$ cat config.mk
export PLATFORM = sky130hd
export DESIGN_NAME = bitblaster_core_n
export DESIGN_NICKNAME = d
export VERILOG_FILES = /design/src/rtl/bitblaster_pkg.sv /design/src/rtl/bitblaster_alu_n.sv /design/src/rtl/bitblaster_core_n.sv
export SDC_FILE = /design/constraint.sdc
export NUM_CORES = 1
export LEC_CHECK = 0
export ABC_AREA = 1
export BUFFER_PORTS_ARGS = -buffer_cell sky130_fd_sc_hd__buf_2
export CAP_MARGIN = 20
export CORE_MARGIN = 2
export CORE_UTILIZATION = 60
export CTS_CLUSTER_DIAMETER = 200
export DETAILED_ROUTE_END_ITERATION = 8
export PLACE_DENSITY = 0.87
export REMOVE_ABC_BUFFERS = 1
export SYNTH_ARGS = -nofsm -noshare
export SYNTH_HDL_FRONTEND = slang
export SYNTH_HIERARCHICAL = 1
export SYNTH_SLANG_ARGS = --single-unit
$ cat constraint.sdc
create_clock -name CLKb -period 5.03 [get_ports CLKb]
set_clock_uncertainty 0.2 [all_clocks]
set_input_delay 0.7545 -clock CLKb [delete_from_list [all_inputs] [get_ports CLKb]]
set_output_delay 0.7545 -clock CLKb [all_outputs]
set_load 0.005 [all_outputs]
$ cat src/rtl/bitblaster_pkg.sv
// Shared types for the parametrised BitBlaster core.
// Opcode, class and FSM state encodings plus width helpers.
package bitblaster_pkg;

    typedef enum logic [3:0] {
        FN_LD  = 4'h0,
        FN_CP  = 4'h1,
        FN_ADD = 4'h2,
        FN_SUB = 4'h3,
        FN_INV = 4'h4,
        FN_FLP = 4'h5,
        FN_AND = 4'h6,
        FN_OR  = 4'h7,
        FN_XOR = 4'h8,
        FN_LSL = 4'h9,
        FN_LSR = 4'hA,
        FN_ASR = 4'hB
    } fn_e;

    typedef enum logic [1:0] {
        CLS_ALU  = 2'b00,
        CLS_RSV  = 2'b01,
        CLS_ADDI = 2'b10,
        CLS_SUBI = 2'b11
    } cls_e;

    typedef enum logic [2:0] {
        S_IDLE,
        S_LOAD_WAIT,
        S_COPY,
        S_EXEC1,
        S_LOADA,
        S_EXEC,
        S_WRITE,
        S_ILLEGAL
    } state_e;

    function automatic int ra_w(input int nregs);
        return $clog2(nregs);
    endfunction

    function automatic int imm_w(input int w, input int nregs);
        return w - 2 - ra_w(nregs);
    endfunction

endpackage

$ cat src/rtl/bitblaster_alu_n.sv
// Combinational BitBlaster ALU: result plus zero/negative flags.
// Unary ops (inv, flp) act on the operand input only.
module bitblaster_alu_n
    import bitblaster_pkg::*;
#(
    parameter int W = 10
) (
    input  logic [W-1:0] a,
    input  logic [W-1:0] op,
    input  logic [3:0]   fn,
    output logic [W-1:0] res,
    output logic         z,
    output logic         n
);

    localparam logic [W-1:0] ONE = W'(1);

    // Shift amounts use the whole operand; native shifts already give
    // zero / full sign fill once the amount reaches W.
    always_comb begin
        res = '0;
        unique case (fn)
            FN_ADD:  res = a + op;
            FN_SUB:  res = a + ~op + ONE;
            FN_INV:  res = ~op + ONE;
            FN_FLP:  res = ~op;
            FN_AND:  res = a & op;
            FN_OR:   res = a | op;
            FN_XOR:  res = a ^ op;
            FN_LSL:  res = a << op;
            FN_LSR:  res = a >> op;
            FN_ASR:  res = $unsigned($signed(a) >>> op);
            default: res = '0;
        endcase
    end

    assign z = (res == '0);
    assign n = res[W-1];

endmodule

$ cat src/rtl/bitblaster_core_n.sv
// BitBlaster core: register file, A/G ALU registers and sequencer.
// All state changes on the falling edge of CLKb; CLR is synchronous.
module bitblaster_core_n
    import bitblaster_pkg::*;
#(
    parameter int W     = 10,
    parameter int NREGS = 4
) (
    input  logic                     CLKb,
    input  logic                     CLR,
    input  logic [W-1:0]             INSTR,
    input  logic                     INSTR_VALID,
    output logic                     INSTR_READY,
    input  logic [W-1:0]             DATA,
    input  logic                     DATA_VALID,
    output logic                     DATA_READY,
    input  logic [$clog2(NREGS)-1:0] RDA1,
    output logic [W-1:0]             Q1,
    output logic [W-1:0]             BUS,
    output logic [1:0]               TIME,
    output logic                     DONE,
    output logic                     ERR,
    output logic                     FLAG_Z,
    output logic                     FLAG_N
);

    localparam int RA = ra_w(NREGS);
    localparam int IW = imm_w(W, NREGS);

    state_e         state, state_n, dec;
    logic [W-1:0]   regs [NREGS];
    logic [W-1:0]   ir, a_q, g_q;
    logic [1:0]     time_q, time_n;
    logic           done_n, err_n;
    logic           ir_ld, a_ld, g_ld, we;
    logic [W-1:0]   wdata;
    logic [RA-1:0]  rx, ry;
    logic [1:0]     cls, in_cls;
    logic [3:0]     in_fn, alu_fn;
    logic [W-1:0]   imm, op_b, alu_res;
    logic           alu_z, alu_n;

    assign cls  = ir[W-1:W-2];
    assign rx   = ir[W-3 -: RA];
    assign ry   = ir[W-3-RA -: RA];
    assign imm  = {{(W-IW){1'b0}}, ir[IW-1:0]};
    assign op_b = (cls == CLS_ALU) ? regs[ry] : imm;

    always_comb begin
        alu_fn = ir[3:0];
        if (cls == CLS_ADDI) alu_fn = FN_ADD;
        if (cls == CLS_SUBI) alu_fn = FN_SUB;
    end

    bitblaster_alu_n #(.W(W)) u_alu (
        .a   (a_q),
        .op  (op_b),
        .fn  (alu_fn),
        .res (alu_res),
        .z   (alu_z),
        .n   (alu_n)
    );

    // Decode straight from INSTR so the accept edge picks the first step.
    assign in_cls = INSTR[W-1:W-2];
    assign in_fn  = INSTR[3:0];

    always_comb begin
        dec = S_ILLEGAL;
        unique case (in_cls)
            CLS_ADDI, CLS_SUBI: dec = S_LOADA;
            CLS_ALU: begin
                unique case (in_fn)
                    FN_LD:           dec = S_LOAD_WAIT;
                    FN_CP:           dec = S_COPY;
                    FN_INV, FN_FLP:  dec = S_EXEC1;
                    FN_ADD, FN_SUB,
                    FN_AND, FN_OR,
                    FN_XOR, FN_LSL,
                    FN_LSR, FN_ASR:  dec = S_LOADA;
                    default:         dec = S_ILLEGAL;
                endcase
            end
            default: dec = S_ILLEGAL;
        endcase
    end

    always_comb begin
        state_n = state;
        time_n  = time_q;
        done_n  = 1'b0;
        err_n   = 1'b0;
        ir_ld   = 1'b0;
        a_ld    = 1'b0;
        g_ld    = 1'b0;
        we      = 1'b0;
        wdata   = g_q;
        BUS     = '0;
        unique case (state)
            S_IDLE: begin
                if (INSTR_VALID) begin
                    ir_ld   = 1'b1;
                    time_n  = 2'd1;
                    state_n = dec;
                end
            end
            S_LOAD_WAIT: begin
                BUS = DATA;
                if (DATA_VALID) begin
                    we      = 1'b1;
                    wdata   = DATA;
                    done_n  = 1'b1;
                    time_n  = 2'd0;
                    state_n = S_IDLE;
                end
            end
            S_COPY: begin
                BUS     = regs[ry];
                we      = 1'b1;
                wdata   = regs[ry];
                done_n  = 1'b1;
                time_n  = 2'd0;
                state_n = S_IDLE;
            end
            S_EXEC1: begin
                BUS     = regs[ry];
                g_ld    = 1'b1;
                time_n  = time_q + 2'd1;
                state_n = S_WRITE;
            end
            S_LOADA: begin
                BUS     = regs[rx];
                a_ld    = 1'b1;
                time_n  = time_q + 2'd1;
                state_n = S_EXEC;
            end
            S_EXEC: begin
                BUS     = op_b;
                g_ld    = 1'b1;
                time_n  = time_q + 2'd1;
                state_n = S_WRITE;
            end
            S_WRITE: begin
                BUS     = g_q;
                we      = 1'b1;
                done_n  = 1'b1;
                time_n  = 2'd0;
                state_n = S_IDLE;
            end
            S_ILLEGAL: begin
                done_n  = 1'b1;
                err_n   = 1'b1;
                time_n  = 2'd0;
                state_n = S_IDLE;
            end
            default: state_n = S_IDLE;
        endcase
    end

    always_ff @(negedge CLKb) begin
        if (CLR) begin
            state  <= S_IDLE;
            time_q <= 2'd0;
            DONE   <= 1'b0;
            ERR    <= 1'b0;
            ir     <= '0;
            a_q    <= '0;
            g_q    <= '0;
            FLAG_Z <= 1'b0;
            FLAG_N <= 1'b0;
            for (int i = 0; i < NREGS; i++) regs[i] <= '0;
        end else begin
            state  <= state_n;
            time_q <= time_n;
            DONE   <= done_n;
            ERR    <= err_n;
            if (ir_ld) ir <= INSTR;
            if (a_ld) a_q <= regs[rx];
            if (g_ld) begin
                g_q    <= alu_res;
                FLAG_Z <= alu_z;
                FLAG_N <= alu_n;
            end
            if (we) regs[rx] <= wdata;
        end
    end

    assign INSTR_READY = (state == S_IDLE);
    assign DATA_READY  = (state == S_LOAD_WAIT);
    assign TIME        = time_q;
    assign Q1          = regs[RDA1];

endmodule

==> metrics.md, run 1 <==
| Metric | Value |
|---|---|
| CTS Hold Bufs | `0` |
| Largest net degree at the start of global routing | `31` |
| WL final | `about 30000 um` |
| Final Hold Vio Count | `0` |
| MaxCap Viol Count | `0` |
| PnR worst setup slack | `-0.231 ns` |
| Core footprint | `13200 um2` |
| Critical path peak fanout | `5` |
| Rows | `42` |
| Yosys reg bits | `83` |
| Post-synth ARST share | `0%` |
| Layout net count | `1560` |
| Unique masters post-synth | `46` |
| Register area share after synthesis | `~26%` |
| Failing checks | `negative setup slack` |
| Most common cell after layout, fill and taps aside | `nand2_1` |
| Status | `finished with violations` |
| Drt drc | `0` |
| Vias | `10.2k` |
| CTS H-tree lvls | `3` |
| # setup viols final | `10` |
| Chip height | `roughly 120 um` |
| Area growth, synth to finish | `17.5%` |
| TritonCTS clock tree | `built` |
| RSZ-0062 raised after global routing | `yes` |
| DRT antenna net count | `0` |
| Effective utilization at floorplan | `61.1%` |
| Arr. time, crit path | `4.31 ns` |
| Port Buffers | `53` |
| Post-DP HPWL | `20700 um` |
| Vias in the first global route | `9481` |
| Reg clk slew, reported paths | `approximately 0.040 ns` |
| CTS Buffer Depth | `2` |
| Fillers | `about 1.2k` |
| Crit path required time | `4.08 ns` |
| Initial antenna violation count | `0` |
| Worst setup EP type | `output port` |
| Most frequent cells in the layout | `nand2_1, inv_1, nand3_1` |
| Finished Core Util | `71.8%` |
| Setup CP Type | `reg -> out` |
| Total power | `6.40 mW` |
| Post-synthesis instance total | `1361` |
| Area of the multi-input gates | `between 5000 and 6000 um2` |
| Ports | `54` |
| Via/cell ratio | `6.08` |
| Clock tree root driver cell | `clkbuf_16` |
| Syn Std Cell Area | `around 8100 um2` |
| Type of the most critical hold path | `reg -> reg` |
| Overflow after GRT | `0` |
| VDD IR-drop max | `0.434 mV` |
| Total GRT Usage | `40.7%` |
| Die area | `14400 um2` |
| Least-Margin Pin Slew | `between 0.8 and 0.9 ns` |
| Power Dens Cells | `677 nW/um2` |
| CTS Buf Count | `9` |
| Routability-driven placement congestion ratio | `0.988` |
| Share of cells above drive strength 1 | `13.2%` |
| Slew headroom | `between 40 and 50%` |
| Most used DFF post-synth | `dfxtp_1` |
| Dpl ws | `0.131 ns` |
| Routed WL per cell | `17.9 um` |
| Synthesized area per cell | `5.92 um2` |
| P_leak | `5.19 nW` |
| Yosys warns | `6` |
| 1st-iter DRT viols | `1687` |
| Ant. Diodes | `0` |
| Sink Count | `83` |
| Clk_lat worst skew | `0.44 ns` |
| Die Wd | `approximately 120 um` |
| First-pass DRT Iterations | `9` |
| Slew Viols, Final | `0` |
| Number of synthesized flops with an enable pin | `40` |
| Register area | `2070 um2` |
| First-pass GRT wire length | `46400 um` |
| CP Launch Type | `flop` |
## sequential cells by signal, summed over array words and instances, names as in the netlist, named ones only
register and cells:
a_q 10, FLAG_Z 1, g_q 10, DONE 1, ir 10, regs 40, TIME 2, FLAG_N 1
ERR 1, state 3
## worst paths after layout
path,cells after the start,end,startpoint,slack (ns)
setup reg to reg,24,FLAG_Z,flop,0.47
hold / removal,2,ir[0],ir[0],0.28
setup / recovery,8,BUS[2],flop,-0.23
hold reg to reg,2,ir[0],ir[0],0.28
## worst max-delay path, cell delays in order (launching register included)
cell and delay [ns]:
dfxtp_4 0.43, clkinvlp_4 0.20, nand2_2 0.13, nand3_2 0.09
nand2_2 0.11, nor2_1 0.05, nor2_1 0.10, nand2_1 0.11
buf_2 0.14
## cell families after synthesis
logic type,count (synthesis),share of synthesized area (%)
buffers and inverters,245,12.5
adders and majority gates,35,5.62
AOI/OAI and AO/OA,173,11.8
and+or+nand+nor,823,44.3
DFF,83,25.6
xor gates and xnor gates,2,0.217
## area by class of cell
type                    count  share of cell area [%]
clock inverters            90                    4.44
multi-input cells        1033                    54.3
clock buffers               9                    2.38
flip-flops and latches     83                    21.9
repair inverters            3                   0.238
repair buffers             91                    6.57
well taps                 176                    2.33
inverters                 195                    7.84
## cells in the mapped netlist (all sizes together) (4+ instances only)
master	n	area, um2
a21boi	8	60.1
a21oi	81	413
buf	30	198
clkbuf	19	71.3
clkinv	7	26.3
dfxtp	43	861
edfxtp	40	1200
ha	33	413
inv	189	709
nand2	414	1570
nand3	187	961
nand3b	4	33.8
nand4	25	156
nor2	172	721
nor3	14	81.3
o21ai	60	304
o22ai	10	62.6
or2	5	31.3
## power by group
group          total (mW)  switching, mW  leakage (nW)  internal [mW]
logic                4.33           3.01          3.81           1.32
registers            1.03          0.170         0.768          0.864
clock network        1.04          0.507         0.606          0.534
total                6.40           3.69          5.19           2.72
## stage by stage
stage / area, um2 / TNS, ns / instances / hold WS [ns]
finish: 9460 / -1.83 / 1680 / 0.282
global placement: 8450 / 0 / 1564 / 0.271
floorplan: 7790 / -1.89 / 1312 / 0.245
CTS: 9320 / -0.554 / 1672 / 0.277
detailed placement: 8450 / 0 / 1564 / 0.280
global route: 9460 / -2.39 / 1680 / 0.315
## per-layer routing
layer | share of wire (%) | routed length (um) | vias to the layer above | track usage, %
met5 | 0 | 0 | - | 0
met4 | 4.7 | 1400 | 0 | 16.8
met2 | 43 | 12900 | 861 | 61.9
li1 | - | - | 4672 | -
met1 | 38 | 11400 | 4498 | 53.3
met3 | 15 | 4370 | 178 | 13.3
## repair_timing
action | CTS | global route
endpoints found under the setup margin | 10 | 10
gates resized for setup | 44 | 17
pin swaps | 11 | 10
gates cloned | 3 | 2
buffers inserted | 7 | 6
(Power assumes the default switching activity.)
==> run 2, diff against run 1 <==
CAP_MARGIN = not set   (was 20)
CORE_MARGIN = 1.5   (was 2)
==> run 2 against run 1 <==
The flow still finishes with violations (negative setup slack). Sequential power about the same. Combinational power is essentially flat. Via count rose by 1.6%. Wire length is 0.27% lower. Die area shrank 1.7%. Total power is 0.32% lower. Cell count about the same. Setup slack got worse by 0.18 ns. Sequential cell count unchanged. Non-clock buffer count grew 1. Critical path depth stayed put. Hold slack improved by 0.022 ns. Critical path type unchanged. Critical endpoint is now BUS[0]. Highest routed layer unchanged.
==> metrics.md, run 2 (synthesis results as in run 1) <==
| Metric | Value |
|---|---|
| Die area | `14100 um2 (-1.7%)` |
| Total GRT Usage | `40.6% (-0.090 points)` |
| Vias | `10.4k (+1.6%)` |
| WL final | `30000 um (-0.27%)` |
| Layout net count | `1561 (+0.064%)` |
| Most common cell after layout, fill and taps aside | `nand2_1` |
| DRT antenna net count | `0 (unchanged)` |
| Most frequent cells in the layout | `nand2_1, inv_1, nand3_1` |
| PnR worst setup slack | `-0.415 ns (-0.185 ns)` |
| Drt drc | `0 (unchanged)` |
| Port Buffers | `53 (unchanged)` |
| First-pass DRT Iterations | `9 (unchanged)` |
| WHS | `0.304 ns (+0.0217 ns)` |
| Core footprint | `13200 um2 (unchanged)` |
| CTS Buffer Depth | `2 (unchanged)` |
| Die Wd | `119 um (-0.83%)` |
| Type of the most critical hold path | `reg -> reg` |
| First-pass GRT wire length | `45700 um (-1.3%)` |
| CP Launch Type | `flop` |
| Ant. Diodes | `0 (unchanged)` |
| Largest register FFs | `40 (unchanged)` |
| Setup CP Type | `reg -> out` |
| Fillers | `1050 (-9.2%)` |
| Arr. time, crit path | `4.49 ns (+0.18 ns)` |
| Area of the multi-input gates | `5170 um2 (+0.58%)` |
| Slew Viols, Final | `0 (unchanged)` |
| Area growth, synth to finish | `17.7%` |
| Clk_lat worst skew | `0.43 ns (about the same)` |
| Via/cell ratio | `6.17 (+1.5%)` |
| Chip height | `119 um (-0.83%)` |
| # setup viols final | `10 (unchanged)` |
| Register area | `2080 um2 (+0.12%)` |
| Vias in the first global route | `9387 (-0.99%)` |
| Finished Core Util | `71.9% (+0.17 points)` |
| Slew headroom | `44.9% (-0.73 points)` |
| Initial antenna violation count | `0 (unchanged)` |
| Reg clk slew, reported paths | `0.04 ns (about the same)` |
| Clock tree root driver cell | `clkbuf_16` |
| Largest net degree at the start of global routing | `31 (unchanged)` |
| Share of cells above drive strength 1 | `13.8% (+0.66 points)` |
| Fin Setup TNS | `-2.25 ns (-0.428 ns)` |
| Worst setup EP type | `output port` |
| Placed cell count | `1564 (unchanged)` |
| VDD IR-drop max | `0.430 mV (-1.0%)` |
| Total power | `6.38 mW (-0.32%)` |
| Failing checks | `negative setup slack` |
| CTS H-tree lvls | `3 (unchanged)` |
| Rows | `42 (unchanged)` |
| P_leak | `5.17 nW (-0.37%)` |
| Status | `finished with violations` |
| Effective utilization at floorplan | `61.1% (unchanged)` |
| Routed WL per cell | `17.9 um (-0.33%)` |
| Post-DP HPWL | `20300 um (-2.2%)` |
| RSZ-0062 raised after global routing | `yes` |
| Final Hold Vio Count | `0 (unchanged)` |
| Routability-driven placement congestion ratio | `1.02 (+3.1%)` |
| Final Non-Filler Cells | `1681 (+0.060%)` |
| Least-Margin Pin Slew | `0.826 ns (+0.0109 ns)` |
| Most flops, register | `regs` |
| Crit path required time | `4.08 ns (about the same)` |
| Ports | `54 (unchanged)` |
| Sink Count | `83 (unchanged)` |
| 1st-iter DRT viols | `2060 (+22%)` |
| Overflow after GRT | `0 (unchanged)` |
| Critical path peak fanout | `5 (unchanged)` |
| TritonCTS clock tree | `built` |
| CTS Buf Count | `9 (unchanged)` |
| MaxCap Viol Count | `0 (unchanged)` |
| Power Dens Cells | `673 nW/um2 (-0.56%)` |
run 2: cell count changes in the layout (fill, tap and decap cells not counted), moves of 2 or more:
cell	change
bufinv_16	-2
inv_4	-2
inv_6	-2
inv_8	+4
nand2_1	-11
nand2_2	+10
nand3_1	+5
nand3_2	-6
nor2_1	-2
nor2_4	+2
run 2: timing repair:
item / in CTS / in global routing
gates resized for setup: 46 / 31
hold buffers: 0 / 0
pin swaps: 9 / 23
buffers inserted: 7 / 6
gates cloned: 5 / 1
setup endpoints to repair: 10 / 10
run 2: final cells by class:
cell class / instances / share of cell area [%]
sequential: 83 / 21.9
timing repair inverter: 3 / 0.237
timing repair buffer: 92 / 6.66
tap: 176 / 2.32
inverter: 195 / 7.87
clock inverter: 90 / 4.17
multi-input combinational: 1033 / 54.5
clock buffer: 9 / 2.37
run 2: path summary, 6_finish.rpt:
check             startpoint      to  slack [ns]  cells after the start
setup / recovery        flop  BUS[0]       -0.42                      8
hold / removal         ir[3]   ir[3]        0.30                      2
setup reg to reg        flop  FLAG_Z        0.70                     28
hold reg to reg        ir[3]   ir[3]        0.30                      2
run 2: layer usage:
layer | wire length (um) | vias up | track usage, % | part of all wire [%]
met1 | 11300 | 4602 | 55.4 | 37
met2 | 12800 | 907 | 61.2 | 43
met4 | 1520 | 0 | 17.7 | 5.1
li1 | - | 4682 | - | -
met3 | 4410 | 177 | 10.1 | 15
met5 | 0 | - | 0 | 0
run 2: power breakdown:
group	switching (mW)	internal (mW)	leakage, nW
registers	0.190	0.864	0.768
clock network	0.539	0.448	0.594
logic	3.01	1.34	3.80
total	3.73	2.65	5.17
run 2: stage by stage:
| stage | setup WS, ns | instance area (um2) |
|---|---|---|
| 2_1_floorplan | -0.189 | 7790 |
| 3_3_place_gp | 0.181 | 8460 |
| 3_5_place_dp | 0.140 | 8460 |
| 4_1_cts | -0.105 | 9320 |
| 5_1_grt | -0.393 | 9490 |
| 6_report | -0.415 | 9490 |
run 2: critical path, cell delays in order (launching register included):
cell and delay (ns):
dfxtp_4 0.45, clkinvlp_4 0.25, nand2_2 0.14, nand3_2 0.16, nand2_4 0.13, nor2_4 0.04, nor2_1 0.15, nand2_1 0.09
buf_2 0.14
